==> config.mk <==
export PLATFORM = sky130hd
export DESIGN_NAME = delay_timer_arbiter
export DESIGN_NICKNAME = d
export VERILOG_FILES = /design/src/rtl/delay_timer_arbiter.sv
export SDC_FILE = /design/constraint.sdc
export NUM_CORES = 1
export LEC_CHECK = 0
export CAP_MARGIN = 40
export CORE_ASPECT_RATIO = 0.5
export CORE_MARGIN = 2
export CORE_UTILIZATION = 40
export DETAILED_ROUTE_END_ITERATION = 16
export GPL_TIMING_DRIVEN = 1
export PLACE_DENSITY = 0.76
export SYNTH_ARGS = -nofsm -noshare
export SYNTH_HDL_FRONTEND = slang
export SYNTH_SLANG_ARGS = --single-unit
==> constraint.sdc <==
create_clock -name clk -period 1.85 [get_ports clk]
set_input_delay 0.2775 -clock clk [delete_from_list [all_inputs] [get_ports clk]]
set_output_delay 0.2775 -clock clk [all_outputs]
set_load 0.01 [all_outputs]
==> src/rtl/delay_timer_arbiter.sv <==
`default_nettype none
// ============================================================================
// Module   : delay_timer_arbiter
// Brief    : Round-robin shared prescaled delay timer; one delay per grant,
//            finished by a one-cycle done pulse. Optional DELAY_TIMER_ABORT_EN
//            aborts a delay when the granted request drops while counting.
// Revision : 1.0 - initial release
// ============================================================================
module delay_timer_arbiter #(
    parameter int NREQ     = 4,
    parameter int CNT_W    = 8,
    parameter int PRESCALE = 1
) (
    input  logic                  clk,
    input  logic                  reset,
    input  logic [NREQ-1:0]       req,
    input  logic [NREQ*CNT_W-1:0] delay,
    output logic [NREQ-1:0]       grant,
    output logic [NREQ-1:0]       done,
    output logic                  busy,
    output logic                  tick
);

    localparam int IDX_W = $clog2(NREQ);
    localparam int PRE_W = (PRESCALE < 1) ? 1 : $clog2(PRESCALE + 1);
    localparam logic [PRE_W-1:0] PRE_MAX  = PRE_W'(PRESCALE);
    localparam logic [IDX_W-1:0] LAST_RST = IDX_W'(NREQ - 1);

    typedef enum logic [1:0] {
        IDLE  = 2'd0,
        COUNT = 2'd1,
        DONE  = 2'd2
    } state_t;

    state_t            state;
    state_t            state_next;
    logic [NREQ-1:0]   grant_next;
    logic [IDX_W-1:0]  last;
    logic [IDX_W-1:0]  last_next;
    logic [IDX_W-1:0]  pick_idx;
    logic              pick_valid;
    logic [CNT_W-1:0]  pick_delay;
    logic [CNT_W-1:0]  rem;
    logic [CNT_W-1:0]  rem_next;
    logic [PRE_W-1:0]  pre;
    logic [PRE_W-1:0]  pre_next;
    logic              abort;

    // Walk downward so the last hit is the index closest after 'last'.
    always_comb begin
        pick_valid = 1'b0;
        pick_idx   = '0;
        for (int i = NREQ; i >= 1; i--) begin
            if (req[(int'(last) + i) % NREQ]) begin
                pick_valid = 1'b1;
                pick_idx   = IDX_W'((int'(last) + i) % NREQ);
            end
        end
    end

    assign pick_delay = delay[int'(pick_idx)*CNT_W +: CNT_W];

    assign tick = (state == COUNT) && (pre == PRE_MAX);
    assign busy = (state != IDLE);
    assign done = (state == DONE) ? grant : '0;

`ifdef DELAY_TIMER_ABORT_EN
    assign abort = (state == COUNT) && ((req & grant) == '0);
`else
    assign abort = 1'b0;
`endif

    always_comb begin
        state_next = state;
        grant_next = grant;
        last_next  = last;
        rem_next   = rem;
        pre_next   = pre;
        case (state)
            IDLE: begin
                pre_next = '0;
                if (pick_valid) begin
                    grant_next           = '0;
                    grant_next[pick_idx] = 1'b1;
                    last_next            = pick_idx;
                    rem_next             = pick_delay;
                    state_next           = (pick_delay == '0) ? DONE : COUNT;
                end
            end
            COUNT: begin
                if (abort) begin
                    // last already holds the aborted client
                    state_next = IDLE;
                    grant_next = '0;
                    pre_next   = '0;
                end else if (tick) begin
                    pre_next = '0;
                    if (rem <= CNT_W'(1)) begin
                        state_next = DONE;
                    end else begin
                        rem_next = rem - CNT_W'(1);
                    end
                end else begin
                    pre_next = pre + PRE_W'(1);
                end
            end
            DONE: begin
                grant_next = '0;
                state_next = IDLE;
            end
            default: begin
                grant_next = '0;
                state_next = IDLE;
            end
        endcase
    end

    always_ff @(posedge clk) begin
        if (!reset) begin
            state <= IDLE;
            grant <= '0;
            last  <= LAST_RST;
            rem   <= '0;
            pre   <= '0;
        end else begin
            state <= state_next;
            grant <= grant_next;
            last  <= last_next;
            rem   <= rem_next;
            pre   <= pre_next;
        end
    end

endmodule
`default_nettype wire

## After elaboration in Yosys (flattened, before gate mapping)

Index checks and enable logic that the tools add are counted.

| storage, ports and cells | value |
|---|---|
| output and inout port bits | 10 |
| input port bits | 38 |
| flip-flop bits (word level) | 17 |
| logic and storage cells | 80 |

| cells by class | value |
|---|---|
| add/subtract/negate cells | 6 |
| bitwise gates (word level) | 5 |
| muxes and demuxes | 36 |
| eq/ne operators | 6 |
| reduce and logical (&&, ||, !) cells | 14 |
| magnitude comparators | 7 |
| shift operators | 1 |

Operators by type and width:

| kind | count |
|---|---|
| 32-bit by 6-bit variable part select with 8-bit output | 1 |
| 8-bit 2-to-1 mux | 3 |
| 3-bit by 4-bit less-than comparator with 1-bit output (second input constant) | 4 |
| 2-bit 2-to-1 mux | 8 |
| 8-bit case mux with 2 select lines | 1 |
| 1-bit 2-to-1 mux | 14 |
| 1-bit binary-select mux with 2-bit select | 4 |
| 8-bit by 1-bit less-or-equal comparator with 1-bit output (second input constant) | 1 |
| 8-bit zero test | 1 |
| 4-bit 2-to-1 mux | 2 |
| 4-bit case mux with 2 select lines | 1 |
| 2-bit OR reduction | 4 |
| 8-bit by 1-bit subtractor with 8-bit output (second input constant) | 1 |
| 2-bit inequality test (second input constant) | 3 |
| 2-bit by 1-bit adder with 2-bit output (second input constant) | 2 |
| 2-bit adder (second input constant) | 2 |
| 1-bit AND (first input constant) | 4 |
| 2-bit case mux with 2 select lines | 1 |
| 2-bit AND reduction | 2 |
| 4-bit AND reduction | 1 |
| 2-bit nonzero test | 2 |
| 2-bit by 3-bit less-than comparator with 1-bit output (second input constant) | 1 |
| 3-bit AND reduction | 1 |
| 1-bit demux with 2-bit select | 1 |
| other kinds (9) | 10 |

## Logic depth before layout (Yosys ltp)

Gate-level depths: netlist of the first run.

| depth | value |
|---|---|
| depth in word-level cells | 16 |
| gate-level depth with buffers | 9 |
| depth with buffers taken out | 7 |

## Least setup slack after synthesis of the first run

Ideal clock, no wire load.

| timing path | value |
|---|---|
| path kind | register to register |
| from | register rem[0] |
| to | register rem[7] |
| path buffers | 2 |
| setup slack | -0.075 ns |
| clock period less this slack | 1.925 ns |
| required time | 1.718 ns |
| stages on the path, launching flop included | 10 |
| data arrival time | 1.793 ns |
| setup time | 0.132 ns |
| cells stage by stage | dfxtp_1 inv_1 ha_1 clkbuf_1 o2111a_1 a21o_1 buf_6 mux2_4 a31oi_1 a21oi_1 |

| between the ends | value |
|---|---|
| longest elaborated chain between the ends | 4 |
| elaborated cells between the ends (all ways) | 7 |
| classes of those cells | add/sub: 1; order compare: 1; eq/ne: 1; mux: 3; reduce/logical: 1 |

Ends and longest elaborated chain:

| element | line | RTL |
|---|---|---|
| from (decl) | 43 | `logic [CNT_W-1:0] rem;` |
| from (signal assigned) | 129 | `rem <= rem_next;` |
| 8-bit by 1-bit subtractor with 8-bit output | 101 | `rem_next = rem - CNT_W'(1);` |
| 8-bit 2-to-1 mux | 98 | `if (rem <= CNT_W'(1)) begin` |
| 8-bit 2-to-1 mux | 96 | `end else if (tick) begin` |
| 8-bit case mux with 2 select lines | 79 | `case (state)` |

Several ways; a longest one is shown, not always the timed one. The select of a mux whose other input is x is not followed.
A chain may end at the register's enable or synchronous reset.

## Worst setup path after layout of the first run

| timing path | value |
|---|---|
| from | register last[0] |
| to | register rem[4] |

| between the ends | value |
|---|---|
| longest elaborated chain between the ends | 11 |
| elaborated cells between the ends (all ways) | 29 |
| classes of those cells | add/sub: 4; eq/ne: 1; shift: 1; mux: 22; reduce/logical: 1 |

Ends and longest elaborated chain:

| element | line | RTL |
|---|---|---|
| from (decl) | 38 | `logic [IDX_W-1:0] last;` |
| from (signal assigned) | 128 | `last <= last_next;` |
| 2-bit by 1-bit adder with 2-bit output | 54, 56 |  |
| 1-bit binary-select mux with 2-bit select | 54 | `if (req[(int'(last) + i) % NREQ]) begin` |
| 1-bit 2-to-1 mux (not written as such) (2 in a row) | 54 |  |
| 2-bit 2-to-1 mux (4 in a row) | 54 |  |
| 32-bit by 6-bit variable part select with 8-bit output | 61 | `assign pick_delay = delay[int'(pick_idx)*CNT_W +: CNT_W];` |
| 8-bit 2-to-1 mux | 82 | `if (pick_valid) begin` |
| 8-bit case mux with 2 select lines | 79 |  |

Several ways; a longest one is shown, not always the timed one. The select of a mux whose other input is x is not followed.

==> impl_metrics.ini, run 1 <==
[grt]
use_met2_pct = 42.7
grt_pass1_vias = 1534
gr-total-overflow = 0
grt_pass1_wl_mm = 7.20
grt_max_degree = 12
grt_use_total_pct = 24.2
globalRouteMet3Util_pct = 4.10
busiest_layer = met2
antenna_found_initial = 0
use_met1_pct = 32.2

[power]
p_sw_mw = 1.39
pwr-share-seq_pct = 22.8
power_frac_comb_pct = 67.8
power_density_nw_per_um2 = 1440
leakagePower_nw = 0.872
clkPwrFrac_pct = 9.4
p_int_mw = 1.80
vdd_drop_max_mv = 0.841
power_switching_share_pct = 43.6

[synth]
syn_area_um2 = 1320
synthFlopType = dfxtp_1
async_flop_share_pct = 0
synth_nets = 213
ys_warn_count = 0
yosysSeqAreaShare_pct = 25.7
synthCells = 173
synth_edf_count = 0
syn_area_per_cell_um2 = 7.65
synth.ff_latch_count = 17
synth.distinct_cells = 46

[clock_tree]
hold_buffers = 0
path_clk_slew_ns = 0.07
clkSinkCount = 17
insertion_delay_ns = 0.26
tritoncts = yes
clock_path_buffers = 2
root_buffer = clkbuf_8
cts_inserted_buffers = 3
htree_num_levels = 1

[finish]
num_antenna_cells = 0
drive_above_1_share_pct = 29.8
nNetsFinal = 283
syn_to_final_growth_pct = 67.7
final_common_cell = clkdlybuf4s50_1
instances_no_fill = 282
stdcell_area_um2 = 2220
mostFrequentLayoutCells = 43 x clkdlybuf4s50_1, 23 x nor2_1, 22 x buf_4, 13 x nand2_1, 11 x dfxtp_1

[routing]
drt_iter0_drc = 98
finalWirelength_mm = 4.98
num_vias = 1649
final_antenna_net_count = 0
wl_per_cell_um = 17.7
via_per_inst = 5.85
drc = 0
dr.pass1.iters = 4

[floorplanning]
fp-row-count = 14
die_area_um2 = 3810
start_util_pct = 42.9
die_h_um = 44.7
coreArea_um2 = 3080
ioPinCount = 48
die_w_um = 85.4

[place]
dpl.hpwl_mm = 3.24
dpl_cell_area_um2 = 1920
gp_routability_congestion = 0.854
pre_cts_ws_ns = -0.505
place_inst = 266
io_buffers = 47

[timing]
tightest_slew_ns = 0.496
rsz0062_at_grt = true
fmax_mhz = 532
post-route-min-period_ns = 1.88
setup_ws_ns = -0.0297
period_share_pct = 102
clock-skew-final_ns = 0.00148
hold_viol = 0
setup_violations = 4
relSlewSlack_pct = 66.6
maxSlewViolCount = 0

[setup_path]
critPathMaxStageDelay_ns = 0.55
worstSetupEndpointType = flop
crit_path_max_fanout = 4
slowest_stage = mux4_2
cp-start-kind = flop
cp_data_arrival_time_ns = 2.04
crit_type = reg2reg
crit_required_ns = 2.01
crit_chain = inv_2 -> a221o_1 -> a21oi_2 -> mux4_2 -> a22o_1

[job]
maxCapViolations = 0

[run_status]
status = complete, but fails checks
failed_checks = negative setup slack

[worst_hold_path]
holdCritPathClass = reg2reg
[worst paths after layout]
| kind | from | to | slack (ns) | cells after the start |
|---|---|---|---|---|
| hold reg to reg | grant[3]$_SDFFE_PN0P_ | grant[3]$_SDFFE_PN0P_ | 0.52 | 2 |
| setup / recovery | last[0]$_SDFFE_PN1P_ | rem[4]$_SDFFE_PN0P_ | -0.03 | 5 |
| hold / removal | grant[3]$_SDFFE_PN0P_ | grant[3]$_SDFFE_PN0P_ | 0.52 | 2 |
| setup reg to reg | last[0]$_SDFFE_PN1P_ | rem[4]$_SDFFE_PN0P_ | -0.03 | 5 |
[power groups by stage]
stage	registers (mW)	clock network, mW	logic [mW]
detailed placement	0.683	0	1.61
finish	0.726	0.301	2.16
floorplan	0.645	0	1.12
global route	0.743	0.310	2.31
CTS	0.689	0.291	1.87
global placement	0.674	0	1.58
[flip-flops by register name (all words and copies together), names as in the netlist]
signal	flops
last	2
rem	8
pre	1
state	2
grant	4
[logic make-up after synthesis]
group / share of synthesized area (%)
and+or+nand+nor: 27.3
AOI/OAI and AO/OA: 25.9
DFF: 25.7
buffers and inverters: 6.05
muxes: 13.1
adders and majority gates: 1.89
[layout make-up]
class | count | area [µm²]
clock buffers | 3 | 41.3
repair buffers | 75 | 723
clock inverters | 1 | 5.00
multi-input cells | 140 | 1020
flip-flops and latches | 17 | 355
fillers | 228 | 863
well taps | 40 | 50.0
inverters | 6 | 22.5
[metal layers]
layer / vias up / part of all wire [%]
met2: 60 / 49
met5: - / 0
met3: 14 / 5.0
met4: 0 / 2.4
met1: 793 / 44
li1: 782 / -
[critical path: cells and delay by family, from the launching register on]
family	cells	cell delay (ns)
muxes	1	0.55
buffers and inverters	1	0.04
DFF	1	0.39
AOI/OAI and AO/OA	3	0.81
[timing repair]
item	CTS	global route
hold endpoints to repair	0	0
gates cloned	2	0
gates resized for setup	26	31
pin swaps	7	15
setup endpoints to repair	15	15
setup buffers	4	7
[through the flow]
stage          util, %  power (mW)  TNS, ns  hold WS (ns)
3_3_place_gp      62.3        2.25    -4.76         0.485
3_5_place_dp      62.3        2.29    -5.28         0.497
4_1_cts           68.7        2.85        0         0.514
2_1_floorplan        -        1.77        0         0.485
6_report          72.0        3.19  -0.0615         0.519
5_1_grt           72.0        3.37   -0.413         0.540
[cell usage after synthesis, drive strengths merged, types with 2 or more instances]
cell,count,area share (%)
a211oi,4,3.2
a21oi,12,4.5
a22o,2,1.3
a31oi,3,1.4
and2,4,1.9
buf,6,3.2
clkbuf,4,1.1
dfxtp,17,26
ha,2,1.9
inv,6,1.7
mux2,6,5.4
mux2i,8,6.0
nand2,13,3.7
nand2b,5,2.4
nand3,5,1.9
nor2,23,6.5
nor3,5,1.9
nor3b,2,1.1
nor4,9,4.3
o211ai,2,1.1
o21ai,9,3.4
o22ai,4,1.9
o31ai,2,1.1
or2,3,1.6
(Power assumes the default switching activity.)
==> inputs of run 2 (changes only) <==
--- a/config.mk
+++ b/config.mk
@@ -5,13 +5,13 @@
 export SDC_FILE = /design/constraint.sdc
 export NUM_CORES = 1
 export LEC_CHECK = 0
-export CAP_MARGIN = 40
 export CORE_ASPECT_RATIO = 0.5
 export CORE_MARGIN = 2
 export CORE_UTILIZATION = 40
 export DETAILED_ROUTE_END_ITERATION = 16
 export GPL_TIMING_DRIVEN = 1
 export PLACE_DENSITY = 0.76
+export SKIP_LAST_GASP = 1
 export SYNTH_ARGS = -nofsm -noshare
 export SYNTH_HDL_FRONTEND = slang
 export SYNTH_SLANG_ARGS = --single-unit
==> impl_metrics.ini, run 2 (same netlist as run 1, synthesis figures left out) <==
[worst_hold_path]
worstHoldStart = rem[1]$_SDFFE_PN0P_
holdCritPathClass = reg2reg
hold_path_depth = 2
hold_end = rem[1]$_SDFFE_PN0P_

[routing]
dr.pass1.iters = 4
wl_per_cell_um = 17.8
via_per_inst = 5.89
m1WireLength_mm = 2.13
drt_iter0_drc = 96
drc = 0
dr.max_layer_used = met4
num_vias = 1661
finalWirelength_mm = 5.02
route.met2.wl_mm = 2.41
routed-wl-met3_um = 361
final_antenna_net_count = 0

[place]
gp_routability_congestion = 0.854
dpl.hpwl_mm = 3.24
io_buffers = 47
place_inst = 266
dpl_cell_area_um2 = 1920

[clock_tree]
insertion_delay_ns = 0.26
root_buffer = clkbuf_8
clock_path_buffers = 2
path_clk_slew_ns = 0.08
tritoncts = yes
htree_num_levels = 1
hold_buffers = 0
clkSinkCount = 17
cts_inserted_buffers = 3

[finish]
syn_to_final_growth_pct = 67.2
largestRegisters = rem (8), grant (4)
mostFrequentLayoutCells = 43 x clkdlybuf4s50_1, 23 x nor2_1, 22 x buf_4, 13 x nand2_1, 11 x dfxtp_1
regMostFlops = rem
drive_above_1_share_pct = 29.3
final_util_pct = 71.8
nNetsFinal = 283
stdcell_area_um2 = 2210
largest_reg_flops = 8
final_common_cell = clkdlybuf4s50_1
num_antenna_cells = 0
instances_no_fill = 282

[grt]
antenna_found_initial = 0
gr-total-overflow = 0
grt_pass1_vias = 1534
grt_pass1_wl_mm = 7.20
grt_use_total_pct = 24.2
grt_max_degree = 12

[power]
finalPower_mw = 3.18
vdd_drop_max_mv = 0.761
leakagePower_nw = 0.872
p_sw_mw = 1.39
power_switching_share_pct = 43.7
power_density_nw_per_um2 = 1440
power_frac_comb_pct = 67.8
clkPwrFrac_pct = 9.4
p_int_mw = 1.79
pwr-share-seq_pct = 22.8

[setup_path]
crit_required_ns = 1.98
cp_data_arrival_time_ns = 1.99
r2r_start = rem[0]$_SDFFE_PN0P_
r2r_slack_ns = -0.01
worst-r2r-cell-count = 8
crit_type = reg2reg
cp_top_family = compound AO/OA/AOI/OAI gates
r2r_end = rem[2]$_SDFFE_PN0P_
cp-start-kind = flop
crit_path_max_fanout = 9
cp-startpoint = rem[0]$_SDFFE_PN0P_
cp.buffers_inverters = 2
critPathMaxStageDelay_ns = 0.36
worstSetupEndpointType = flop
crit_chain = inv_1 -> ha_1 -> o2111a_1 -> a21o_1 -> buf_6 -> o21bai_1 -> a21oi_2 -> o22ai_1
slowest_stage = dfxtp_4

[timing]
hold_viol = 0
rsz0062_at_grt = true
clock-skew-final_ns = 0.00436
tightest_slew_ns = 0.568
maxSlewViolCount = 0
setup_ws_ns = -0.0116
period_share_pct = 101
relSlewSlack_pct = 61.8
post-route-min-period_ns = 1.86
setup_tns_ns = -0.0159
setup_violations = 2
fmax_mhz = 537

[floorplanning]
die_area_um2 = 3810
fp-row-count = 14
coreArea_um2 = 3080
die_h_um = 44.7
start_util_pct = 42.9
die_w_um = 85.4
ioPinCount = 48

[run_status]
status = complete, but fails checks
failed_checks = negative setup slack

[job]
maxCapViolations = 0
-- run 2: power by group through the flow --
stage	clock network, mW	logic [mW]	registers (mW)
floorplan	0	1.12	0.645
global placement	0	1.58	0.674
detailed placement	0	1.61	0.683
CTS	0.291	1.87	0.689
global route	0.307	2.32	0.742
finish	0.299	2.15	0.726
-- run 2: worst max path at each step --
stage,endpoint,slack [ns],cells after the start
after floorplan,rem[7]$_SDFFE_PN0P_,0.004,9
after global placement,rem[1]$_SDFFE_PN0P_,-0.46,8
after detailed placement,rem[1]$_SDFFE_PN0P_,-0.50,8
after CTS,rem[1]$_SDFFE_PN0P_,0.002,7
after global routing,rem[2]$_SDFFE_PN0P_,-0.09,8
final,rem[2]$_SDFFE_PN0P_,-0.01,8
-- run 2: stage by stage --
stage	worst slack (ns)	hold WS (ns)
4_1_cts	0.00202	0.514
2_1_floorplan	0.00430	0.485
5_1_grt	-0.0881	0.540
3_5_place_dp	-0.505	0.497
3_3_place_gp	-0.460	0.485
6_report	-0.0116	0.520
-- run 2: layout make-up --
| type | instances | area [µm²] |
|---|---|---|
| well taps | 40 | 50.0 |
| clock inverters | 1 | 5.00 |
| clock buffers | 3 | 41.3 |
| multi-input cells | 140 | 1020 |
| inverters | 6 | 22.5 |
| flip-flops and latches | 17 | 355 |
| fillers | 228 | 870 |
| repair buffers | 75 | 719 |
-- run 2: what timing repair did --
| item | 4_1_cts | 5_1_grt |
|---|---|---|
| endpoints found under the setup margin | 15 | 15 |
| pin swaps | 7 | 15 |
| setup buffers | 4 | 7 |
| hold endpoints to repair | 0 | 0 |
| gates cloned | 2 | 0 |
| gates resized for setup | 26 | 29 |
-- run 2: tightest hold or removal path: cells and delay by family, from the launching register on --
family	cells	cell delay (ns)
DFF	1	0.34
buffers and inverters	1	0.08
AOI/OAI and AO/OA	1	0.07
-- run 2: routing by layer --
layer	global-route usage (%)	vias up
li1	-	786
met1	32.2	773
met2	42.7	88
met3	4.10	14
met4	4.13	0
met5	0	-
==> inputs of run 3 (changes only) <==
--- a/config.mk
+++ b/config.mk
@@ -11,6 +11,7 @@
 export DETAILED_ROUTE_END_ITERATION = 16
 export GPL_TIMING_DRIVEN = 1
 export PLACE_DENSITY = 0.76
+export RECOVER_POWER = 100
 export SKIP_LAST_GASP = 1
 export SYNTH_ARGS = -nofsm -noshare
 export SYNTH_HDL_FRONTEND = slang
==> results of run 3 <==
The final DEF is identical to that of run 2; final timing and power are the same.
